### src/rtl/lfsr_param_engine.sv
// Runtime-configurable LFSR engine: Galois/Fibonacci stepping, nibble-serial state and
// tap loading, optional lock-up reseed, hold, and hardware period measurement.
module lfsr_param_engine #(
  parameter int               WIDTH = 16,
  parameter int               DIN_W = 4,
  parameter logic [WIDTH-1:0] SEED  = 16'h0001,
  parameter logic [WIDTH-1:0] TAPS  = 16'hB400
) (
  input  logic             clk,
  input  logic             reset,
  input  logic [1:0]       mode,
  input  logic [DIN_W-1:0] data_in,
  output logic [WIDTH-1:0] state,
  output logic             bit_out,
  output logic             lockup,
  output logic             period_done,
  output logic [WIDTH-1:0] period
);

  localparam int NCHUNK = WIDTH / DIN_W;
  localparam int PTR_W  = (NCHUNK > 1) ? $clog2(NCHUNK) : 1;

  localparam logic [1:0] MODE_RUN   = 2'b00;
  localparam logic [1:0] MODE_STATE = 2'b01;
  localparam logic [1:0] MODE_TAPS  = 2'b10;
  localparam logic [1:0] MODE_CFG   = 2'b11;

  logic [WIDTH-1:0] taps;
  logic [WIDTH-1:0] start;
  logic [WIDTH-1:0] step_count;
  logic [2:0]       cfg;
  logic [PTR_W-1:0] ptr;
  logic [1:0]       prev_mode;

  logic             hold;
  logic             auto_reseed;
  logic             galois;
  logic [PTR_W-1:0] eff_ptr;
  logic [PTR_W-1:0] ptr_wrap;
  logic [WIDTH-1:0] loaded_state;
  logic [WIDTH-1:0] loaded_taps;
  logic [WIDTH-1:0] step_state;

  function automatic logic [WIDTH-1:0] galois_step(input logic [WIDTH-1:0] s,
                                                   input logic [WIDTH-1:0] t);
    logic [WIDTH-1:0] n;
    n[WIDTH-1] = s[0];
    for (int i = 0; i < WIDTH-1; i++) n[i] = s[i+1] ^ (s[0] & t[i]);
    return n;
  endfunction

  function automatic logic [WIDTH-1:0] fib_step(input logic [WIDTH-1:0] s,
                                                input logic [WIDTH-1:0] t);
    return {^(s & t), s[WIDTH-1:1]};
  endfunction

  assign {hold, auto_reseed, galois} = cfg;
  assign bit_out = state[0];
  assign lockup  = (state == '0);

  // A mode change restarts chunk addressing so the first write of a new load lands in chunk 0.
  always_comb begin
    eff_ptr  = (mode != prev_mode) ? '0 : ptr;
    ptr_wrap = (eff_ptr == PTR_W'(NCHUNK-1)) ? '0 : eff_ptr + 1'b1;
    loaded_state = state;
    loaded_state[eff_ptr*DIN_W +: DIN_W] = data_in;
    loaded_taps = taps;
    loaded_taps[eff_ptr*DIN_W +: DIN_W] = data_in;
    step_state = galois ? galois_step(state, taps) : fib_step(state, taps);
  end

  always_ff @(posedge clk) begin
    if (reset) begin
      state       <= SEED;
      taps        <= TAPS;
      cfg         <= 3'b001;
      start       <= SEED;
      step_count  <= '0;
      period      <= '0;
      period_done <= 1'b0;
      ptr         <= '0;
      prev_mode   <= MODE_RUN;
    end else begin
      period_done <= 1'b0;
      prev_mode   <= mode;
      case (mode)
        MODE_RUN: begin
          ptr <= '0;
          if (!hold) begin
            if (lockup && auto_reseed) begin
              state      <= SEED;
              start      <= SEED;
              step_count <= '0;
            end else begin
              state <= step_state;
              if (step_state == start) begin
                period      <= step_count + 1'b1;
                period_done <= 1'b1;
                step_count  <= '0;
              end else if (step_count != '1) begin
                // Saturates when non-invertible taps never return to start.
                step_count <= step_count + 1'b1;
              end
            end
          end
        end
        MODE_STATE: begin
          state      <= loaded_state;
          start      <= loaded_state;
          step_count <= '0;
          ptr        <= ptr_wrap;
        end
        MODE_TAPS: begin
          taps <= loaded_taps;
          ptr  <= ptr_wrap;
        end
        default: begin
          cfg <= data_in[2:0];
          ptr <= '0;
        end
      endcase
    end
  end

endmodule
### config.mk
export PLATFORM = sky130hd
export DESIGN_NAME = lfsr_param_engine
export DESIGN_NICKNAME = d
export VERILOG_FILES = /design/src/rtl/lfsr_param_engine.sv
export SDC_FILE = /design/constraint.sdc
export NUM_CORES = 1
export LEC_CHECK = 0
export CAP_MARGIN = 20
export CORE_MARGIN = 4
export CORE_UTILIZATION = 53
export DETAILED_ROUTE_END_ITERATION = 10
export GPL_TIMING_DRIVEN = 0
export HOLD_SLACK_MARGIN = 0.05
export PLACE_DENSITY_LB_ADDON = 0.1
export SYNTH_ARGS = -nofsm -noshare
export SYNTH_HDL_FRONTEND = slang
export SYNTH_SLANG_ARGS = --single-unit
### constraint.sdc
create_clock -name clk -period 2.45 [get_ports clk]
set_input_delay 0.3675 -clock clk [delete_from_list [all_inputs] [get_ports clk]]
set_output_delay 0.3675 -clock clk [all_outputs]
set_load 0.02 [all_outputs]
==> impl_metrics.env <==
export IMPL_start_util_pct=55.4
export IMPL_crit_type="flip-flop to flip-flop"
export IMPL_worst_ep_required_time_ns=2.72
export IMPL_finalSetupTns_ns=-2.09
export IMPL_grt_max_degree=16
export IMPL_yosysTopAreaCellShare_pct=35.8
export IMPL_viasPerCell=6.01
export IMPL_syn_area_per_cell_sq_um=8.28
export IMPL_synth_simple_area_share_pct=23.4
export IMPL_antenna_found_initial=0
export IMPL_fin_ws_ns=-0.106
export IMPL_clock_latency_ns=0.37
export IMPL_drc=0
export IMPL_yosysMostFrequentCell="dfxtp_1"
export IMPL_root_buffer="clkbuf_8"
export IMPL_num_antenna_cells=0
export IMPL_dieWidth_um=104
export IMPL_cts_tree="done"
export IMPL_ys_types=53
export IMPL_placed_cells=741
export IMPL_die_area_sq_mm=0.0109
export IMPL_ioPinCount=43
export IMPL_syn_instance_count=595
export IMPL_post_drt_wl_per_cell_um=19.3
export IMPL_cts_sinks=88
export IMPL_cts_htree_levels=3
export IMPL_ys_seq_elements=88
export IMPL_fmax_mhz=391
export IMPL_cp_end_kind="flip-flop"
export IMPL_tightest_slew_ns=0.912
export IMPL_row_count=34
export IMPL_synthXorXnorAreaFrac_pct=13.8
export IMPL_final_cell_count_no_fill=783
export IMPL_synthAdderAreaFrac_pct=2.54
export IMPL_route_vias_total=4703
export IMPL_grt_overflow=0
export IMPL_p_per_area_mw_per_mm2=522
export IMPL_numCtsBuffers=9
export IMPL_cp_max_fo=5
export IMPL_yosys_top_cells_count="dfxtp_1 (88), nor2_1 (77), nand2_1 (68)"
export IMPL_clockBufferDepth=2
export IMPL_setup_viol=29
export IMPL_async_reset_ff_share_pct=0
export IMPL_die_h_um=104
export IMPL_grt_pass1_wl_um=24000
export IMPL_dr_pass1_iters=5
export IMPL_critical_path_arrival_ns=2.82
export IMPL_grt_pass1_vias=4428
export IMPL_multi_input_area_sq_mm=0.00321
export IMPL_finClkSkew_ns=0.00979
export IMPL_port_buffers=38
export IMPL_muxShareOfSynthArea_pct=5.72
export IMPL_cp_start_kind="flip-flop"
export IMPL_fillers=749
export IMPL_yosysSeqAreaShare_pct=35.8
export IMPL_yosysTopAreaCell="dfxtp_1"
export IMPL_drive_gt1_share_pct=19.7
export IMPL_path_clk_slew_ns=0.10
export IMPL_hold_buffers=0
export IMPL_slew_headroom_pct=39.2
export IMPL_synth_ff_type="dfxtp_1"
export IMPL_area_growth_pct=25.8
export IMPL_irDropWorstVdd_mv=0.303
export IMPL_min_path_type="input port to flip-flop"
export IMPL_synth_compound_area_share_pct=14.4
export IMPL_synthTopCellsByArea="dfxtp_1 (36%), xnor2_1 (6.6%), nor2_1 (5.9%)"
export IMPL_layout_nets=688
export IMPL_p_leak_nw=2.40
export IMPL_final_antenna_net_count=0
export IMPL_finalCriticalPeriod_ns=2.56
export IMPL_status="finished with violations"
export IMPL_synth_fp_nets=613
export IMPL_hpwl_um=10500
export IMPL_violations="setup timing"
export IMPL_yosys_warnings=0
export IMPL_hold_viol_final=0
export IMPL_grt_setup_unrepaired="yes"
export IMPL_drt_initial_drc_count=432
export IMPL_synth_top_family_by_area="simple AND/OR/NAND/NOR gates"
export IMPL_coreArea_sq_mm=0.00889
export IMPL_max_cap_violations=0
export IMPL_final_max_slew_violation_count=0
export IMPL_synth_edf_count=0
export IMPL_synth_area_sq_mm=0.00493
export IMPL_place_congestion=0.977
export IMPL_timing_final_crit_share_pct=104
export IMPL_grt_usage_pct=27.8
export IMPL_regArea_sq_mm=0.00179
export IMPL_drt_wl_total_um=15100
-- layer usage --
layer | vias up | part of all wire [%] | global-route usage, %
met5 | - | 0 | 0
met4 | 0 | 1.7 | 9.88
met3 | 24 | 8.5 | 3.97
met2 | 212 | 44 | 41.1
met1 | 2246 | 46 | 41.0
li1 | 2221 | - | -
-- logic make-up after synthesis --
kind of cell,Yosys count
adder cells (fa/ha/maj),10
AND/OR/NAND/NOR,243
multiplexers,28
AO/OA/AOI/OAI,116
flip-flops,88
XOR/XNOR,61
buffers and inverters,49
-- placed cells by master, fill, tap and decap left out, drive strengths merged, types with 13 or more instances in the layout --
master and count:
a21oi 39, and3 14, buf 36, clkbuf 38
clkdlybuf4s50 37, dfxtp 88, mux2i 27, nand2 68
nand3 31, nand4 13, nor2 78, o21ai 40
xnor2 38, xor2 13
-- final timing paths --
| check | start | end | slack [ns] | depth (start not counted) |
|---|---|---|---|---|
| hold reg to reg | start[12]$_SDFFE_PP0P_ | start[12]$_SDFFE_PP0P_ | 0.48 | 2 |
| setup reg to reg | state[0]$_SDFFE_PP1P_ | step_count[12]$_SDFFE_PP0P_ | -0.11 | 13 |
| setup / recovery | state[0]$_SDFFE_PP1P_ | step_count[12]$_SDFFE_PP0P_ | -0.11 | 13 |
| hold / removal | mode[0] | prev_mode[0]$_SDFF_PP0_ | 0.39 | 3 |
-- worst max-delay path, stage by stage (launching register included) --
cell and delay, ns:
dfxtp_4 0.38, buf_6 0.13, and3_4 0.17, xnor3_1 0.23
nand4_1 0.16, nor4_4 0.24, buf_4 0.18, and2_4 0.14
o2111a_2 0.22, buf_6 0.13, nor2_4 0.05, o21ai_4 0.19
buf_6 0.16, o21ai_1 0.07
-- registers in the layout, summed over array words and instances (netlist names) --
name and flops:
period 16, start 16, ptr 2, period_done 1
taps 16, state 16, cfg 3, prev_mode 2
step_count 16
-- where the power goes --
group          leakage, nW  switching (mW)  total (mW)  internal, mW
clock network       0.0801           0.584       0.962         0.378
registers            0.721          0.0822        1.56          1.48
logic                 1.59           0.389       0.712         0.323
-- per-stage QoR --
stage	util (%)	total power [mW]	hold slack [ns]	cell area [sq um]	setup slack, ns
global placement	61.3	2.17	0.461	5450	-1.20
floorplan	-	1.98	0.445	4940	0.0129
CTS	68.1	3.19	0.460	6050	-0.0636
global route	69.7	3.34	0.426	6200	-0.218
finish	69.7	3.24	0.394	6200	-0.106
detailed placement	61.3	2.18	0.471	5450	-1.29
-- final cells by class --
class	count	area share, %
Clock inverter	5	0.666
Inverter	12	0.727
Multi-Input combinational cell	458	51.8
Clock buffer	11	2.12
Tap cell	108	2.18
Sequential cell	88	28.9
Buffer	35	3.39
Timing Repair Buffer	66	10.2
-- repair_timing --
| item | 4_1_cts | 5_1_grt |
|---|---|---|
| buffers inserted | 19 | 7 |
| pin swaps | 14 | 5 |
| resized for setup | 84 | 33 |
| gates cloned | 2 | 1 |
| setup endpoints to repair | 68 | 68 |
Note: power is estimated with default switching activity, not from simulation.
